## src/rtl/cnn_feature_streamer.sv

```systemverilog
// -----------------------------------------------------------------------------
// cnn_feature_streamer
//
// Small on-chip feature buffer that replays a window of stored words to the
// CNN datapath. Words are loaded through a plain write port. When playback
// starts, num_of_dat+1 words are read from base_addr onward, and that window
// is repeated num_of_pass+1 times. Addresses wrap modulo DEPTH. The output uses
// a valid/ready handshake. done pulses for one cycle after the consumer has
// accepted the final word.
//
// Optional feature (macro CNN_STREAMER_LAST_EN):
//   When the macro is defined, the port dat_out_last is added. It marks the
//   final word of every pass, which includes the final word of the transfer.
//
// Ports:
//   clk, rst_n         clock, asynchronous active-low reset
//   wr_en/wr_addr/wr_dat  load port (always active, read-before-write)
//   start              single-cycle playback request (accepted in IDLE only)
//   base_addr          first word address   (latched on accepted start)
//   num_of_dat         words per pass - 1   (latched on accepted start)
//   num_of_pass        passes - 1           (latched on accepted start)
//   dat_out/dat_out_vld/dat_out_rdy  output stream with handshake
//   busy               playback in progress (includes the done cycle)
//   done               one-cycle pulse after the last word is accepted
//   dat_out_last       (CNN_STREAMER_LAST_EN only) last word of a pass
// -----------------------------------------------------------------------------
module cnn_feature_streamer #(
    parameter int WIDTH      = 256,
    parameter int DEPTH      = 8,
    parameter int log2_DEPTH = 3,
    parameter int PASS_W     = 4
) (
    input  logic                  clk,
    input  logic                  rst_n,
    input  logic                  wr_en,
    input  logic [log2_DEPTH-1:0] wr_addr,
    input  logic [WIDTH-1:0]      wr_dat,
    input  logic                  start,
    input  logic [log2_DEPTH-1:0] base_addr,
    input  logic [log2_DEPTH-1:0] num_of_dat,
    input  logic [PASS_W-1:0]     num_of_pass,
    output logic [WIDTH-1:0]      dat_out,
    output logic                  dat_out_vld,
    input  logic                  dat_out_rdy,
    output logic                  busy,
    output logic                  done
`ifdef CNN_STREAMER_LAST_EN
    ,
    output logic                  dat_out_last
`endif
);

    typedef enum logic [1:0] {IDLE, RUN, LAST} state_t;

    state_t state_reg, state_next;

    logic [WIDTH-1:0]      mem [DEPTH];
    logic [log2_DEPTH-1:0] base_reg;
    logic [log2_DEPTH-1:0] num_dat_reg;
    logic [PASS_W-1:0]     num_pass_reg;
    logic [log2_DEPTH-1:0] word_cnt_reg;
    logic [PASS_W-1:0]     pass_cnt_reg;
    logic [WIDTH-1:0]      dat_out_reg;
    logic                  vld_reg;
    logic                  done_reg;
    logic                  last_reg;

    logic                  issue;
    logic                  xfer;
    logic                  accept_start;
    logic                  word_wrap;
    logic                  final_issue;
    logic [log2_DEPTH-1:0] rd_addr;

    // Because the sum has log2_DEPTH bits, the read address wraps modulo DEPTH.
    assign rd_addr      = base_reg + word_cnt_reg;
    assign word_wrap    = (word_cnt_reg == num_dat_reg);
    assign final_issue  = issue && word_wrap && (pass_cnt_reg == num_pass_reg);
    assign xfer         = vld_reg && dat_out_rdy;
    assign accept_start = (state_reg == IDLE) && start;

    // ---------------- FSM: state register ----------------
    always_ff @(posedge clk or negedge rst_n) begin
        if (!rst_n) begin
            state_reg <= IDLE;
        end else begin
            state_reg <= state_next;
        end
    end

    // ---------------- FSM: next-state logic ----------------
    always_comb begin
        state_next = state_reg;
        case (state_reg)
            IDLE:    if (start)       state_next = RUN;
            RUN:     if (final_issue) state_next = LAST;
            LAST:    if (xfer)        state_next = IDLE;
            default:                  state_next = IDLE;
        endcase
    end

    // ---------------- FSM: output logic ----------------
    // A new word can be issued when the output register is empty or is being
    // drained in this same cycle.
    always_comb begin
        issue = (state_reg == RUN) && (!vld_reg || dat_out_rdy);
        // busy also covers the done cycle, when the FSM has already returned to IDLE.
        busy  = (state_reg != IDLE) || done_reg;
    end

    // ---------------- Load port (no reset on storage) ----------------
    always_ff @(posedge clk) begin
        if (wr_en) begin
            mem[wr_addr] <= wr_dat;
        end
    end

    // ---------------- Playback parameters and counters ----------------
    always_ff @(posedge clk or negedge rst_n) begin
        if (!rst_n) begin
            base_reg     <= '0;
            num_dat_reg  <= '0;
            num_pass_reg <= '0;
            word_cnt_reg <= '0;
            pass_cnt_reg <= '0;
        end else if (accept_start) begin
            base_reg     <= base_addr;
            num_dat_reg  <= num_of_dat;
            num_pass_reg <= num_of_pass;
            word_cnt_reg <= '0;
            pass_cnt_reg <= '0;
        end else if (issue) begin
            if (word_wrap) begin
                word_cnt_reg <= '0;
                if (pass_cnt_reg != num_pass_reg) begin
                    pass_cnt_reg <= pass_cnt_reg + 1'b1;
                end
            end else begin
                word_cnt_reg <= word_cnt_reg + 1'b1;
            end
        end
    end

    // ---------------- Output register ----------------
    // This is a registered read. Because the memory write is non-blocking, a
    // read and a write to the same address in one cycle return the old word.
    always_ff @(posedge clk or negedge rst_n) begin
        if (!rst_n) begin
            dat_out_reg <= '0;
            vld_reg     <= 1'b0;
            last_reg    <= 1'b0;
        end else if (issue) begin
            dat_out_reg <= mem[rd_addr];
            vld_reg     <= 1'b1;
            last_reg    <= word_wrap;
        end else if (xfer) begin
            vld_reg     <= 1'b0;
        end
    end

    always_ff @(posedge clk or negedge rst_n) begin
        if (!rst_n) begin
            done_reg <= 1'b0;
        end else begin
            done_reg <= (state_reg == LAST) && xfer;
        end
    end

    assign dat_out     = dat_out_reg;
    assign dat_out_vld = vld_reg;
    assign done        = done_reg;

`ifdef CNN_STREAMER_LAST_EN
    assign dat_out_last = last_reg;
`else
    // In this build no port exposes the pass marker, so it has no consumer.
    logic unused_last;
    assign unused_last = last_reg;
`endif

endmodule

```

## config.mk

```make
export PLATFORM = sky130hd
export DESIGN_NAME = cnn_feature_streamer
export DESIGN_NICKNAME = d
export VERILOG_FILES = /design/src/rtl/cnn_feature_streamer.sv
export SDC_FILE = /design/constraint.sdc
export NUM_CORES = 2
export LEC_CHECK = 0
export ABC_CLOCK_PERIOD_IN_PS = 3400
export CAP_MARGIN = 0
export CORE_ASPECT_RATIO = 0.75
export CORE_MARGIN = 2
export CORE_UTILIZATION = 35
export DETAILED_ROUTE_END_ITERATION = 10
export GPL_ROUTABILITY_DRIVEN = 0
export RECOVER_POWER = 25
export SLEW_MARGIN = 20
export SYNTH_ARGS = -nofsm -noshare
export SYNTH_HDL_FRONTEND = slang
export SYNTH_SLANG_ARGS = --single-unit
```

## constraint.sdc

```tcl
create_clock -name clk -period 3.4 [get_ports clk]
set_input_delay 1.02 -clock clk [delete_from_list [all_inputs] [get_ports clk]]
set_output_delay 1.02 -clock clk [all_outputs]
set_load 0.1 [all_outputs]
```

==> results.py <==
metrics = {
    "global_route": {
        "gr-usage-all-layers_pct": 16.1,
        "pin_count_of_the_biggest_net_entering_global_routing": 85,
        "global_route.usage.met2_pct": 25.1,
        "grt_overflow_total": 0,
        "grt_antenna_before_repair": 74,
        "grt_pass1_vias": 42300,
        "grt.met3_usage_pct": 2.81,
        "grt-busiest-layer": "met2",
        "grt_use_met1_pct": 23.8,
        "wire_length_of_the_first_global_routing_pass_um": 298000,
    },
    "power": {
        "p_seq_share_pct": 32.0,
        "netSwitchingPower_mw": 42.5,
        "switching_share_of_power_pct": 38.8,
        "power.density_nw_per_um2": 1050,
        "design_power_total_mw": 110,
        "vdd_ir_drop_max_mv": 0.749,
        "p_int_mw": 67.1,
        "clock_power_share_pct": 22.5,
        "p_leak_nw": 35.3,
        "power.combinational.fraction_pct": 45.4,
    },
    "drt": {
        "ant_nets": 0,
        "post_dr_vias_cell": 5.06,
        "routed_wire_length_per_instance_um": 24.9,
        "detail_route.iter0.violations": 4164,
        "detail_route.drc_violations": 0,
        "drt_first_pass_iters": 5,
        "routed_vias": 41500,
        "drt-total-wl_um": 204000,
    },
    "clocking": {
        "numCtsBuffers": 223,
        "tritoncts_num_sinks": 2325,
        "cts-root-to-sink-buffers": 4,
        "cts-htree-levels": 4,
        "postCtsResizedCells": 0,
        "clkSlewWorstSetupHoldPaths_ns": 0.06,
        "clock_network_latency_to_the_later_pin_of_the_worst_skew_pair_ns": 0.88,
        "cts_tree": "done",
        "cts-root-buf": "sky130_fd_sc_hd__clkbuf_16",
        "cts-hold-fix-buffers": 0,
        "postCtsSetupBuffers": 0,
    },
    "timing": {
        "timing.fmax_mhz": 323,
        "final.period_utilization_pct": 91.0,
        "final-setup-viol-count": 0,
        "time_the_worst_path_needs_with_i_o_delays_and_setup_ns": 3.09,
        "totalNegativeSetupSlack_ns": 0,
        "fin_hold_viols": 0,
        "worst_hold_slack_ns": 0.484,
        "worst-slew-pin-transition_ns": 2.08,
        "timing.final.ws_setup_ns": 0.306,
        "rsz0062_at_grt": "false",
        "worst_slew_margin_rel_pct": -38.8,
        "fin_skew_ns": 0.0580,
        "timing_max_transition_violations_final": 45,
    },
    "logic_synthesis": {
        "number_of_instances_in_the_synthesized_netlist": 3907,
        "syn-mean-instance-area_um2": 22.1,
        "netlist-cell-type-count": 34,
        "syn-num-nets": 4185,
        "ys_warn_count": 0,
        "seq_area_frac_synth_pct": 79.4,
        "synth_seq_cells": 2325,
        "mappedNetlistArea_um2": 86200,
    },
    "min_path": {
        "worst_hold_path_depth": 2,
        "hold_class": "reg2reg",
        "hold_end": "dat_out[45]",
        "hp-start": "dat_out[45]",
    },
    "floorplanning": {
        "core-area_um2": 245000,
        "die-height_um": 434,
        "dieArea_um2": 250000,
        "chipWidth_um": 577,
        "initial_utilization_pct": 35.3,
        "number_of_rows_created_at_floorplan": 157,
        "pin_count": 533,
    },
    "setup_path": {
        "critical_register_to_register_path_startpoint": "word_cnt_reg[0]",
        "worst_setup_path_start_kind": "flip-flop",
        "setup.worst_path.class": "reg2reg",
        "critical_path_peak_fanout": 25,
        "r2r-end": "dat_out[112]",
        "critPathRequiredTime_ns": 4.13,
        "end_kind": "flip-flop",
        "arrival_ns": 3.82,
        "regToRegSetupSlack_ns": 0.31,
        "reg2regPathDepth": 9,
    },
    "placed_design": {
        "place.detailed.instances": 7760,
        "dp_hpwl_um": 132000,
        "io_buffer_count": 532,
        "dpl-instance-area_um2": 97500,
        "place_ws_ns": 0.126,
    },
    "layout": {
        "largest_register_ffs": 2048,
        "postLayoutCoreUtil_pct": 42.9,
        "synthToLayoutAreaGrowth_pct": 21.5,
        "finish.instance_area_um2": 105000,
        "final_layout_net_count": 5004,
        "drive_above_1_share_pct": 27.9,
        "final_cell_count_no_fill": 8194,
    },
    "flow_run": {
        "max_cap_viol_count": 1,
    },
    "run_status": {
        "outcome": "finished, violations left",
        "failed_checks": "capacitance limit, slew limit",
    },
}
worst max path at each step:
stage | slack [ns] | to | start | cells after the start
6_report | 0.31 | dat_out[112] | word_cnt_reg[0] | 9
5_1_grt | 0.16 | dat_out[112] | word_cnt_reg[0] | 9
4_1_cts | 0.28 | dat_out[112] | word_cnt_reg[0] | 9
3_5_place_dp | 0.13 | mem[3][153] | wr_addr[1] | 5
3_3_place_gp | 0.14 | mem[3][175] | wr_addr[1] | 5
2_1_floorplan | -4.35 | mem[0][0] | wr_addr[2] | 2
cell type report:
| cell class | instances | area (um2) |
|---|---|---|
| Fill cell | 21000 | 140000 |
| Sequential cell | 2325 | 68400 |
| Multi-Input combinational cell | 1375 | 17000 |
| Timing Repair Buffer | 797 | 7900 |
| Clock buffer | 312 | 6200 |
| Tap cell | 3259 | 4080 |
| Clock inverter | 99 | 1090 |
| Antenna cell | 23 | 57.6 |
| Inverter | 4 | 15.0 |
cell families (layout without fill, tap and decap cells):
group / after synthesis / count (layout) / share of synthesized area (%)
and+or+nand+nor: 325 / 325 / 1.51
adders and majority gates: 4 / 4 / 0.0667
DFF: 2325 / 2325 / 79.4
muxes: 770 / 770 / 16.4
AOI/OAI and AO/OA: 267 / 267 / 1.56
other: 0 / 23 / 0
buffers and inverters: 207 / 1212 / 1.05
xor gates and xnor gates: 9 / 9 / 0.0914
Yosys cell counts:
library cell / number / share of area (%)
sky130_fd_sc_hd__edfxtp_1: 2048 / 71
sky130_fd_sc_hd__mux4_2: 512 / 13
sky130_fd_sc_hd__nand2_1: 293 / 1.3
sky130_fd_sc_hd__dfrtp_1: 277 / 8.0
sky130_fd_sc_hd__mux2i_1: 258 / 3.0
sky130_fd_sc_hd__o21ai_1: 257 / 1.5
sky130_fd_sc_hd__clkbuf_1: 112 / 0.49
sky130_fd_sc_hd__buf_2: 86 / 0.50
sky130_fd_sc_hd__xnor2_1: 8 / 0.081
sky130_fd_sc_hd__nor2_1: 7 / 0.030
sky130_fd_sc_hd__a21oi_1: 4 / 0.023
sky130_fd_sc_hd__inv_1: 4 / 0.017
sky130_fd_sc_hd__nand2b_1: 4 / 0.029
sky130_fd_sc_hd__buf_6: 3 / 0.039
sky130_fd_sc_hd__ha_1: 3 / 0.044
sky130_fd_sc_hd__nand3_1: 3 / 0.017
sky130_fd_sc_hd__nand4_1: 3 / 0.022
sky130_fd_sc_hd__nor3_1: 3 / 0.017
sky130_fd_sc_hd__a31o_1: 2 / 0.020
sky130_fd_sc_hd__buf_1: 2 / 0.0087
sky130_fd_sc_hd__nand2b_4: 2 / 0.032
sky130_fd_sc_hd__o21ai_0: 2 / 0.012
sky130_fd_sc_hd__o31ai_1: 2 / 0.017
sky130_fd_sc_hd__or3_1: 2 / 0.015
sky130_fd_sc_hd__and2_1: 1 / 0.0073
sky130_fd_sc_hd__and2b_1: 1 / 0.0087
sky130_fd_sc_hd__and3_1: 1 / 0.0073
sky130_fd_sc_hd__and4_1: 1 / 0.010
sky130_fd_sc_hd__fa_1: 1 / 0.023
sky130_fd_sc_hd__nor3b_1: 1 / 0.0087
sky130_fd_sc_hd__nor4_1: 1 / 0.0073
sky130_fd_sc_hd__nor4b_1: 1 / 0.010
sky130_fd_sc_hd__or4_1: 1 / 0.0087
sky130_fd_sc_hd__xor2_1: 1 / 0.010
cell usage in the layout (no fill, tap or decap), types with 2 or more instances in the layout:
master	count
sky130_fd_sc_hd__dfrtp_1	277
sky130_fd_sc_hd__clkinv_16	2
sky130_fd_sc_hd__dlygate4sd3_1	148
sky130_fd_sc_hd__ha_1	2
sky130_fd_sc_hd__bufinv_16	18
sky130_fd_sc_hd__clkinvlp_4	11
sky130_fd_sc_hd__inv_6	4
sky130_fd_sc_hd__clkinv_2	33
sky130_fd_sc_hd__clkdlybuf4s50_1	124
sky130_fd_sc_hd__inv_1	4
sky130_fd_sc_hd__clkinv_1	23
sky130_fd_sc_hd__o21ai_0	2
sky130_fd_sc_hd__diode_2	23
sky130_fd_sc_hd__nor3_4	2
sky130_fd_sc_hd__clkbuf_8	24
sky130_fd_sc_hd__buf_12	102
sky130_fd_sc_hd__clkbuf_16	225
sky130_fd_sc_hd__mux2i_1	258
sky130_fd_sc_hd__nand2b_4	5
sky130_fd_sc_hd__edfxtp_1	2048
sky130_fd_sc_hd__xnor2_1	7
sky130_fd_sc_hd__nand4_1	3
sky130_fd_sc_hd__nor2_4	6
sky130_fd_sc_hd__inv_16	3
sky130_fd_sc_hd__clkbuf_1	72
sky130_fd_sc_hd__o21ai_1	257
sky130_fd_sc_hd__nand3_1	3
sky130_fd_sc_hd__mux4_2	512
sky130_fd_sc_hd__a21oi_1	4
sky130_fd_sc_hd__nand2_1	292
sky130_fd_sc_hd__inv_8	2
sky130_fd_sc_hd__a31o_1	2
sky130_fd_sc_hd__o31ai_1	2
sky130_fd_sc_hd__buf_4	412
sky130_fd_sc_hd__clkinv_4	2
sky130_fd_sc_hd__or3_1	2
power groups by stage:
| stage | registers (mW) | clock network [mW] | logic (mW) |
|---|---|---|---|
| after CTS | 35.2 | 25.3 | 51.0 |
| final | 35.1 | 24.7 | 49.8 |
| after global routing | 35.4 | 26.4 | 52.9 |
| after floorplan | 46.3 | 0 | 24.7 |
| after detailed placement | 35.8 | 0 | 50.9 |
| after global placement | 35.7 | 0 | 50.7 |
critical path, stage by stage (launching register included):
cell                      delay [ns]
sky130_fd_sc_hd__dfrtp_1        0.46
sky130_fd_sc_hd__ha_4           0.16
sky130_fd_sc_hd__inv_1          0.04
sky130_fd_sc_hd__fa_4           0.80
sky130_fd_sc_hd__buf_12         0.22
sky130_fd_sc_hd__buf_4          0.34
sky130_fd_sc_hd__buf_4          0.31
sky130_fd_sc_hd__mux4_2         0.32
sky130_fd_sc_hd__mux2i_1        0.18
sky130_fd_sc_hd__o21ai_1        0.08
metal layers:
metal / vias to the layer above / routed length, um
met4: 28 / 4060
met5: - / 171
li1: 17700 / -
met3: 340 / 13500
met2: 1365 / 94600
met1: 22000 / 91300
Power figures use the tool's default switching activity.
